### src/rtl/burst_line_adapter.sv
// rtl/burst_line_adapter.sv - cacheline request to 4-beat 64-bit bmem burst adapter
module burst_line_adapter #(
   parameter int LINE_BYTES = 32
) (
   input  logic         clk,
   input  logic         rst,
   input  logic [31:0]  line_addr,
   input  logic         line_read,
   input  logic         line_write,
   input  logic [255:0] line_wdata,
   output logic [255:0] line_rdata,
   output logic         line_resp,
   output logic [31:0]  bmem_addr,
   output logic         bmem_read,
   output logic         bmem_write,
   output logic [63:0]  bmem_wdata,
   input  logic         bmem_ready,
   input  logic [31:0]  bmem_raddr,
   input  logic [63:0]  bmem_rdata,
   input  logic         bmem_rvalid
);

   // counter value of the final beat in a line (LINE_BYTES=32 -> 3)
   localparam logic [1:0] LAST_BEAT = 2'(LINE_BYTES / 8 - 1);

   typedef enum logic [2:0] {
      IDLE     = 3'd0,
      RD_CMD   = 3'd1,
      RD_WAIT  = 3'd2,
      WR_BURST = 3'd3,
      DONE     = 3'd4,
      GUARD    = 3'd5
   } state_t;

   state_t        state_q, state_d;
   logic [1:0]    cnt_q, cnt_d;
   logic [255:0]  wbuf_q, wbuf_d;
   logic [255:0]  line_rdata_q, line_rdata_d;
   logic          line_resp_q, line_resp_d;
   logic [31:0]   bmem_addr_q, bmem_addr_d;
   logic          bmem_read_q, bmem_read_d;
   logic          bmem_write_q, bmem_write_d;
   logic [63:0]   bmem_wdata_q, bmem_wdata_d;

   logic [1:0]    cnt_inc;
   logic          beat_hit;

   assign cnt_inc  = cnt_q + 2'd1;
   // only beats tagged with the pending line address belong to this burst
   assign beat_hit = bmem_rvalid && (bmem_raddr == bmem_addr_q);

   // state register
   always_ff @(posedge clk or posedge rst) begin
      if (rst) state_q <= IDLE;
      else     state_q <= state_d;
   end

   // next-state logic; a write wins over a simultaneous read (writeback before fill)
   always_comb begin
      state_d = state_q;
      case (state_q)
         IDLE: begin
            if (line_write)     state_d = WR_BURST;
            else if (line_read) state_d = RD_CMD;
         end
         RD_CMD:   if (bmem_ready) state_d = RD_WAIT;
         RD_WAIT:  if (beat_hit && cnt_q == LAST_BEAT) state_d = DONE;
         WR_BURST: if (bmem_ready && cnt_q == LAST_BEAT) state_d = DONE;
         DONE:     state_d = GUARD;
         GUARD:    state_d = IDLE;
         default:  state_d = IDLE;
      endcase
   end

   // next values of the registered outputs and datapath; strobes follow the next state
   always_comb begin
      cnt_d        = cnt_q;
      wbuf_d       = wbuf_q;
      line_rdata_d = line_rdata_q;
      bmem_addr_d  = bmem_addr_q;
      bmem_wdata_d = bmem_wdata_q;
      line_resp_d  = (state_d == DONE);
      bmem_read_d  = (state_d == RD_CMD);
      bmem_write_d = (state_d == WR_BURST);
      case (state_q)
         IDLE: begin
            if (line_write || line_read) begin
               bmem_addr_d = line_addr & ~32'h0000_001F;
               cnt_d       = 2'd0;
            end
            if (line_write) begin
               wbuf_d       = line_wdata;
               bmem_wdata_d = line_wdata[63:0];
            end
         end
         RD_CMD: begin
            if (bmem_ready) cnt_d = 2'd0;
         end
         RD_WAIT: begin
            if (beat_hit) begin
               line_rdata_d[{cnt_q, 6'd0} +: 64] = bmem_rdata;
               cnt_d = cnt_inc;
            end
         end
         WR_BURST: begin
            if (bmem_ready) begin
               cnt_d = cnt_inc;
               if (cnt_q != LAST_BEAT) bmem_wdata_d = wbuf_q[{cnt_inc, 6'd0} +: 64];
            end
         end
         default: ;
      endcase
   end

   // datapath and output registers
   always_ff @(posedge clk or posedge rst) begin
      if (rst) begin
         cnt_q        <= 2'd0;
         wbuf_q       <= '0;
         line_rdata_q <= '0;
         line_resp_q  <= 1'b0;
         bmem_addr_q  <= '0;
         bmem_read_q  <= 1'b0;
         bmem_write_q <= 1'b0;
         bmem_wdata_q <= '0;
      end else begin
         cnt_q        <= cnt_d;
         wbuf_q       <= wbuf_d;
         line_rdata_q <= line_rdata_d;
         line_resp_q  <= line_resp_d;
         bmem_addr_q  <= bmem_addr_d;
         bmem_read_q  <= bmem_read_d;
         bmem_write_q <= bmem_write_d;
         bmem_wdata_q <= bmem_wdata_d;
      end
   end

   assign line_rdata = line_rdata_q;
   assign line_resp  = line_resp_q;
   assign bmem_addr  = bmem_addr_q;
   assign bmem_read  = bmem_read_q;
   assign bmem_write = bmem_write_q;
   assign bmem_wdata = bmem_wdata_q;

endmodule

### config.mk
export PLATFORM = sky130hd
export DESIGN_NAME = burst_line_adapter
export DESIGN_NICKNAME = d
export VERILOG_FILES = /design/src/rtl/burst_line_adapter.sv
export SDC_FILE = /design/constraint.sdc
export NUM_CORES = 1
export LEC_CHECK = 0
export CAP_MARGIN = 20
export CORE_AREA = 3 3 288 290
export CTS_BUF_LIST = sky130_fd_sc_hd__clkbuf_4
export CTS_CLUSTER_DIAMETER = 50
export DETAILED_ROUTE_END_ITERATION = 8
export DIE_AREA = 0 0 291 293
export GPL_TIMING_DRIVEN = 0
export SLEW_MARGIN = 20
export SYNTH_ARGS = -nofsm -noshare
export SYNTH_HDL_FRONTEND = slang
export SYNTH_SLANG_ARGS = --single-unit
### constraint.sdc
create_clock -name clk -period 60.2 [get_ports clk]
set_input_delay 9.03 -clock clk [delete_from_list [all_inputs] [get_ports clk]]
set_output_delay 9.03 -clock clk [all_outputs]
set_load 0.02 [all_outputs]
==> results.json <==
{
  "drcViolationCount": 0,
  "synthCells": 2139,
  "combPwrFrac_pct": 36.4,
  "die_h_um": 293,
  "fp.coreArea_sq_um": 80500,
  "holdCritPathClass": "register to register",
  "synth-seq-cells": 611,
  "pwr_density_cell_nw_per_um2": 40.4,
  "path_buf_inv": 1,
  "layout-drive-gt1-share_pct": 21.7,
  "status": "complete, no violations",
  "drv_slew": 0,
  "cp_top_family": "buffers and inverters",
  "synth-edff-count": 0,
  "die_area_sq_um": 85300,
  "grt_pass1_vias": 22153,
  "synth_simple_gate_area_share_pct": 5.38,
  "totalWireLength_um": 94400,
  "cp_cell_sequence": "clkdlybuf4s50_1",
  "synth.area.mux_share_pct": 29.1,
  "swShare_pct": 34.2,
  "synthAdderAreaFrac_pct": 0.232,
  "critPathMaxFanout": 2,
  "ir_worst_vdd_v": 0.0000339,
  "fin_nets": 3453,
  "setup_ws_ns": 49.03,
  "cp_slowest_cell": "clkdlybuf4s50_1",
  "critPathLaunchType": "register",
  "die_w_um": 291,
  "std_cell_rows": 104,
  "worstMarginPinSlew_ns": 0.975,
  "syn_area_sq_um": 26900,
  "cts_setup_buffers": 0,
  "initial_core_util_pct": 33.4,
  "wl_per_cell_um": 22.2,
  "hold_violations": 0,
  "synth_top_flop_cell": "dfrtp_1",
  "rsz0062_at_grt": "false",
  "p_switching_w": 0.000526,
  "cts_resized": 0,
  "worstSetupPathType": "register to output pin",
  "drv_cap": 0,
  "critPathMaxStageDelay_ns": 0.79,
  "grt_max_degree": 107,
  "grt_pass1_wl_um": 140000,
  "cts_tree": "done",
  "synth_compound_area_share_pct": 1.55,
  "seqPwrFrac_pct": 38.6,
  "ys_warn_count": 0,
  "internal_power_w": 0.00101,
  "relSlewSlack_pct": 35.0,
  "layout_commonest_cell": "clkdlybuf4s50_1",
  "clock-root-buffer": "clkbuf_4",
  "dp_hpwl_um": 73000,
  "synth-async-reset-ratio_pct": 100,
  "cts_buffers": 172,
  "report.final.setup_viol": 0,
  "drt-pass1-iter-count": 5,
  "vias": 19951,
  "period_share_pct": 18.6,
  "pin_count": 745,
  "antenna_found_initial": 33,
  "area_growth_pct": 41.2,
  "crit_path_end_kind": "output pin",
  "cts_hold_buf": 0,
  "synthXorXnorAreaFrac_pct": 0.878,
  "vias_per_cell": 4.70,
  "antenna_left": 0,
  "grt_usage_pct": 22.0,
  "clock_path_buffers": 3,
  "finalSetupTns_ns": 0,
  "syn_avg_cell_area_sq_um": 12.6,
  "dp_slack_ns": 47.97,
  "clk_pin_slew_worst_paths_ns": 0.06,
  "fillers": 7390,
  "cp.required_ns": 51.17,
  "h-tree-depth": 4,
  "crit_cells": 1,
  "timing.fmax_mhz": 89.5,
  "overflow": 0,
  "place_congestion": 0.878,
  "clkPwrFrac_pct": 25.1,
  "leakagePower_nw": 19.3,
  "final_cell_mix": "clkdlybuf4s50_1 (734), dfrtp_1 (611), nand2_1 (323)",
  "fin_skew_ns": 0.0889,
  "cts.sinks": 611,
  "drtIter0Drc": 806,
  "synth_cell_types": 36,
  "period_needed_ns": 11.17,
  "worstRegToRegCells": 10,
  "arrival_ns": 2.14,
  "clk_latency_ns": 1.04,
  "io_buffers": 734,
  "synth_top_family_by_area": "multiplexers",
  "rrSetupSlack_ns": 55.81,
  "seq_area_frac_synth_pct": 56.8,
  "whs_path_depth": 2
}
==> metrics by stage <==
step | power, W | utilization, % | instances | hold slack (ns) | cell area (sq um)
after CTS | 0.00156 | 47.1 | 4230 | 0.489 | 38000
after global routing | 0.00164 | 47.2 | 4237 | 0.509 | 38000
after floorplan | 0.000941 | - | 2143 | 0.475 | 26900
final | 0.00154 | 47.2 | 4249 | 0.487 | 38000
after global placement | 0.00115 | 44.2 | 3937 | 0.463 | 35600
after detailed placement | 0.00117 | 44.4 | 3943 | 0.473 | 35800
==> sequential cells by signal, summed over array words and instances (netlist names) <==
signal	cells
line_rdata	256
wbuf_q	256
bmem_wdata	64
bmem_addr	27
state_q	3
cnt_q	2
bmem_read	1
bmem_write	1
line_resp	1
==> cell type report <==
class / count / area [sq um] / area share [%]
Antenna cell: 18 / 45.0 / 0.118
Buffer: 128 / 668 / 1.76
Clock buffer: 244 / 1830 / 4.82
Clock inverter: 43 / 328 / 0.862
Inverter: 260 / 983 / 2.59
Multi-Input combinational cell: 1144 / 10000 / 26.4
Sequential cell: 611 / 15300 / 40.2
Tap cell: 1060 / 1330 / 3.49
Timing Repair Buffer: 741 / 7520 / 19.8
==> cells in the mapped netlist (all sizes together) (4+ instances only) <==
master / instances / area share (%)
inv: 260 / 3.6
dfrtp: 611 / 57
mux2i: 318 / 12
clkbuf: 58 / 0.81
o21ai: 67 / 1.2
nor4: 7 / 0.22
buf: 70 / 1.7
nand3: 9 / 0.17
nor2: 10 / 0.14
mux4: 64 / 5.4
xor2: 22 / 0.72
xnor2: 5 / 0.16
nand2: 323 / 4.5
mux2: 284 / 12
nor2b: 4 / 0.093
ha: 5 / 0.23
==> routing by layer <==
metal / track usage [%] / wire length, um
met5: 0 / 174
met4: 8.72 / 3130
met3: 9.37 / 9130
met2: 38.4 / 47300
met1: 23.5 / 34700
==> cells by family (layout without fill, tap and decap cells) <==
logic type | after synthesis | in the layout
muxes | 666 | 666
DFF | 611 | 611
buffers and inverters | 388 | 1416
and+or+nand+nor | 363 | 363
AOI/OAI and AO/OA | 78 | 78
xor gates and xnor gates | 27 | 27
adders and majority gates | 5 | 5
other | 1 | 23
==> final timing paths <==
path,startpoint,end
max in group asynchronous,rst,wbuf_q[13]
setup / recovery,bmem_wdata[6],bmem_wdata[6]
min in group asynchronous,rst,line_rdata[150]
hold / removal,bmem_wdata[9],bmem_wdata[9]
hold reg to reg,bmem_wdata[9],bmem_wdata[9]
setup reg to reg,cnt_q[0],line_rdata[142]
==> power by group through the flow <==
stage          clock, W  combinational [W]  sequential (W)
2_1_floorplan         0           0.000330        0.000612
3_3_place_gp          0           0.000556        0.000595
3_5_place_dp          0           0.000568        0.000599
4_1_cts        0.000402           0.000569        0.000593
5_1_grt        0.000425           0.000606        0.000605
6_report       0.000385           0.000559        0.000593
No activity file was read; power rests on OpenSTA's default activity.
